## config.mk

```make
export PLATFORM = sky130hd
export DESIGN_NAME = rotl_seq_8bit_flat
export DESIGN_NICKNAME = d
export VERILOG_FILES = /design/src/rtl/rotl_seq_8bit_if.sv /design/src/rtl/rotl_seq_8bit.sv /design/src/flat_wrapper.sv
export SDC_FILE = /design/constraint.sdc
export NUM_CORES = 1
export LEC_CHECK = 0
export CAP_MARGIN = 20
export CORE_MARGIN = 8
export CORE_UTILIZATION = 40
export CTS_CLUSTER_DIAMETER = 80
export DETAILED_ROUTE_END_ITERATION = 8
export PLACE_DENSITY = 0.74
export SETUP_SLACK_MARGIN = 0.15
export SYNTH_ARGS = -nofsm -noshare
export SYNTH_HDL_FRONTEND = slang
export SYNTH_SLANG_ARGS = --single-unit
```

## constraint.sdc

```tcl
create_clock -name clk -period 3.2 [get_ports clk]
set_clock_uncertainty 0.2 [all_clocks]
set_input_delay 0.64 -clock clk [delete_from_list [all_inputs] [get_ports clk]]
set_output_delay 0.64 -clock clk [all_outputs]
set_load 0.01 [all_outputs]
```

## src/rtl/rotl_seq_8bit_if.sv

```systemverilog
// Handshake bundle for rotl_seq_8bit: operand/amount in, rotated result out.
// master = producer/consumer side, slave = the rotate engine.
interface rotl_seq_8bit_if;
    logic       in_valid;
    logic       in_ready;
    logic [7:0] a;
    logic [2:0] amt;
    logic       out_valid;
    logic       out_ready;
    logic [7:0] y;
    logic       busy;

    modport master (
        output in_valid, a, amt, out_ready,
        input  in_ready, out_valid, y, busy
    );

    modport slave (
        input  in_valid, a, amt, out_ready,
        output in_ready, out_valid, y, busy
    );
endinterface

```

## src/rtl/rotl_seq_8bit.sv

```systemverilog
// Sequential 8-bit rotate-left engine: one bit per clock, valid/ready on both sides.
// Define ROTL_FAST_EN to load the fully rotated operand on the accept edge instead.
module rotl_seq_8bit #(
    parameter int WIDTH = 8
) (
    input  logic            clk,
    input  logic            rst,
    rotl_seq_8bit_if.slave  bus
);
    localparam logic [1:0] S_IDLE  = 2'd0;
    localparam logic [1:0] S_SHIFT = 2'd1;
    localparam logic [1:0] S_DONE  = 2'd2;

    logic [1:0]       state;
    logic [WIDTH-1:0] y_r;

`ifdef ROTL_FAST_EN
    // Single-step rotate: upper half of the doubled operand shifted left.
    function automatic logic [WIDTH-1:0] rotl(input logic [WIDTH-1:0] v,
                                              input logic [2:0]       k);
        logic [2*WIDTH-1:0] d;
        d = {v, v} << k;
        return d[2*WIDTH-1:WIDTH];
    endfunction

    always_ff @(posedge clk) begin
        if (rst) begin
            state <= S_IDLE;
            y_r   <= '0;
        end else begin
            case (state)
                S_IDLE: begin
                    if (bus.in_valid) begin
                        y_r   <= rotl(bus.a, bus.amt);
                        state <= S_DONE;
                    end
                end
                S_DONE: begin
                    if (bus.out_ready) state <= S_IDLE;
                end
                default: state <= S_IDLE;
            endcase
        end
    end
`else
    logic [2:0] cnt;

    // cnt holds the remaining steps; the cnt==0 cycle spends one edge moving to DONE.
    always_ff @(posedge clk) begin
        if (rst) begin
            state <= S_IDLE;
            y_r   <= '0;
            cnt   <= '0;
        end else begin
            case (state)
                S_IDLE: begin
                    if (bus.in_valid) begin
                        y_r   <= bus.a;
                        cnt   <= bus.amt;
                        state <= S_SHIFT;
                    end
                end
                S_SHIFT: begin
                    if (cnt == 3'd0) begin
                        state <= S_DONE;
                    end else begin
                        y_r <= {y_r[WIDTH-2:0], y_r[WIDTH-1]};
                        cnt <= cnt - 3'd1;
                    end
                end
                S_DONE: begin
                    if (bus.out_ready) state <= S_IDLE;
                end
                default: state <= S_IDLE;
            endcase
        end
    end
`endif

    assign bus.in_ready  = (state == S_IDLE);
    assign bus.out_valid = (state == S_DONE);
    assign bus.busy      = (state != S_IDLE);
    assign bus.y         = y_r;
endmodule

```

## src/flat_wrapper.sv

```systemverilog
// flat-port wrapper written by rule: the top's interface ports become plain ports
module rotl_seq_8bit_flat 
#(
    parameter int WIDTH = 8
)
  (clk, rst, bus_in_valid, bus_a, bus_amt, bus_out_ready, bus_in_ready, bus_out_valid, bus_y, bus_busy);
  rotl_seq_8bit_if bus_i ();
  input  logic clk;
  input  logic rst;
  input wire logic [$bits(bus_i.in_valid)-1:0] bus_in_valid;
  input wire logic [$bits(bus_i.a)-1:0] bus_a;
  input wire logic [$bits(bus_i.amt)-1:0] bus_amt;
  input wire logic [$bits(bus_i.out_ready)-1:0] bus_out_ready;
  output wire logic [$bits(bus_i.in_ready)-1:0] bus_in_ready;
  output wire logic [$bits(bus_i.out_valid)-1:0] bus_out_valid;
  output wire logic [$bits(bus_i.y)-1:0] bus_y;
  output wire logic [$bits(bus_i.busy)-1:0] bus_busy;
  assign bus_i.in_valid = bus_in_valid;
  assign bus_i.a = bus_a;
  assign bus_i.amt = bus_amt;
  assign bus_i.out_ready = bus_out_ready;
  assign bus_in_ready = bus_i.in_ready;
  assign bus_out_valid = bus_i.out_valid;
  assign bus_y = bus_i.y;
  assign bus_busy = bus_i.busy;
  rotl_seq_8bit #(.WIDTH(WIDTH)) u_core (.clk(clk), .rst(rst), .bus(bus_i));
endmodule
```

==> flow_summary.yaml <==
status:
  status: "complete, no violations"
setup_path:
  startpoint_type: "register"
  crit_required_ps: 2360
  crit_fanout: 10
  worstSetupPathType: "register to output port"
  worstPathArrival_ps: 1600
  cp-end-kind: "output port"
clock_network:
  cts.sinks: 13
  cts_made_buffers: 3
  clockBufferDepth: 2
  htreeDepth: 1
  clk_pin_slew_worst_paths_ps: 80
  postCtsHoldBufs: 0
  cts_setup_buffers: 0
  cts_resized: 0
  clk_latency_ps: 270
  root_buffer: "clkbuf_4"
  cts_tree: "done"
sta:
  fin_crit_sh: 0.7637
  rsz0062_at_grt: "false"
  setup_viol_count_final: 0
  slew_headroom: 0.5079
  clock.fmax_mhz: 409.2
  slew_viol_final: 0
  finalCriticalPeriod_ps: 2444
  worst_pin_slew_ps: 735.8
  hold_viol: 0
  tns_ps: 0
synthesis:
  synth_area_um2: 680.7
  synth_area_leaders: "dfxtp_1, a311oi_1, nand2_1"
  ys_async_sr_fraction: 0
  synth_flop_cell: "dfxtp_1"
  synth.top_cells.by_count: "nand2_1, dfxtp_1, nor2_1"
  synth-edff-count: 0
  yosysTopAreaCell: "dfxtp_1"
  yosysUniqueCellTypes: 25
  synth_top_area_share: 0.3824
  ys_seq_elements: 13
  synth_fp_nets: 100
  syn-instance-count: 83
  post_synth.cell_area_avg_um2: 8.201
  yosysSeqAreaShare: 0.3824
  synth.most_common_cell: "nand2_1"
  ys_warn_count: 0
floorplan:
  core_um2: 1670
  die_h_um: 57.25
  io-pin-count: 26
  dieArea_um2: 3278
  die_w_um: 57.25
  start_util: 0.4075
  rows: 15
place:
  placed_cell_area_um2: 908.4
  dp_cells: 119
  dp_hpwl_um: 1146
  gp_congestion: 0.7371
  portBuffers: 25
drt:
  postRouteAntennaNets: 0
  dr_total_vias: 629
  route.detailed.drc: 0
  wire_per_inst_um: 12.89
  first_iter_violations: 3
  wl_um: 1586
  dr.pass1.iters: 3
  routed_via_density: 5.114
pwr:
  clkPwrFrac: 0.196
  power_density_nw_per_um2: 555.4
  p_switching_mw: 0.1741
  p_sw_frac: 0.3354
  power.leakage_nw: 0.3546
  peakVddDrop_mv: 0.3231
  combPwrFrac: 0.384
  sequentialPowerShare: 0.420
  internal-power_mw: 0.3450
cells_and_area:
  n_antenna_cell: 0
  final_cell_area_um2: 934.6
  layout.cells.non_filler: 123
  drive_above_1_share: 0.06604
  syn_to_final_growth_pct: 37.32
  final_nets: 124
grt:
  grt_pass1_wl_um: 2704
  grt_use_met1: 0.1236
  grt_overflow: 0
  grt_usage: 0.1009
  grt-busiest-layer: "met2"
  grt_pass1_vias: 628
  antenna_found_initial: 0
  met2_usage: 0.1514
  met3_usage: 0.04709
  grt_max_degree: 21
min_path:
  hold_path.class: "register to register"
run:
  cap_violations: 0
[worst max-delay path, cell delays in order, from the launching register on]
cell and delay (ps):
dfxtp_1 430, or2_2 330, inv_1 50, clkdlybuf4s50_1 520
[cell type report]
class	count	area (um2)
Fill cell	161	735.7
Sequential cell	13	260.3
Timing Repair Buffer	25	250.2
Inverter	4	15.01
Multi-Input combinational cell	60	361.6
Tap cell	17	21.27
Clock buffer	4	26.28
[sequential cells by signal, indices dropped and copies added, names as in the netlist]
register	flops
u_core.bus.y	8
u_core.cnt	3
u_core.state	2
[metrics by stage]
stage	setup slack [ps]	total power [mW]	utilization	hold slack, ps
6_report	756.1	0.5191	0.5596	280.1
4_1_cts	747.1	0.5244	0.5596	283.3
3_3_place_gp	733.3	0.4204	0.5438	258.7
2_1_floorplan	1534	0.3480	-	245.3
5_1_grt	704.3	0.5555	0.5596	325.1
3_5_place_dp	703.3	0.4236	0.5438	270.1
[final timing paths]
path,start,to,slack (ps),cells after the start
worst max-delay path,u_core.state[0]$_SDFFE_PP0P_,bus_in_ready,760,3
worst min-delay path,u_core.cnt[1]$_SDFFE_PP0P_,u_core.cnt[1]$_SDFFE_PP0P_,280,2
worst max register to register,u_core.cnt[0]$_SDFFE_PP0P_,u_core.bus.y[4]$_SDFFE_PP0P_,1070,6
worst min register to register,u_core.cnt[1]$_SDFFE_PP0P_,u_core.cnt[1]$_SDFFE_PP0P_,280,2
[layout by cell type (no fill, tap or decap), types with 2 or more instances in the layout]
cell / n
dfxtp_1: 13
nor2_1: 10
clkdlybuf4s50_1: 25
nand2_1: 18
ha_1: 2
nand2b_1: 3
clkbuf_4: 3
nor2b_1: 4
inv_1: 4
o21ai_0: 2
a311oi_1: 8
a21oi_1: 3
[cells by family after synthesis]
logic type	Yosys count	share of synthesized area
AOI/OAI and AO/OA	17	0.2041
adders and majority gates	2	0.03676
buffers and inverters	10	0.08637
DFF	13	0.3824
muxes	2	0.03125
and+or+nand+nor	39	0.2592
[per-layer routing]
metal | routed length [um] | vias to the layer above
li1 | - | 330
met1 | 785 | 282
met2 | 694 | 17
met3 | 105 | 0
met4 | 0 | 0
met5 | 0 | -
[power groups by stage]
stage          Sequential (mW)  Clock [mW]  Combinational [mW]
5_1_grt                  0.224       0.108               0.224
4_1_cts                  0.218       0.103               0.203
3_3_place_gp             0.222           0               0.199
2_1_floorplan            0.222           0               0.125
6_report                 0.218       0.102               0.200
3_5_place_dp             0.222           0               0.202
No activity file was read; power rests on OpenSTA's default activity.
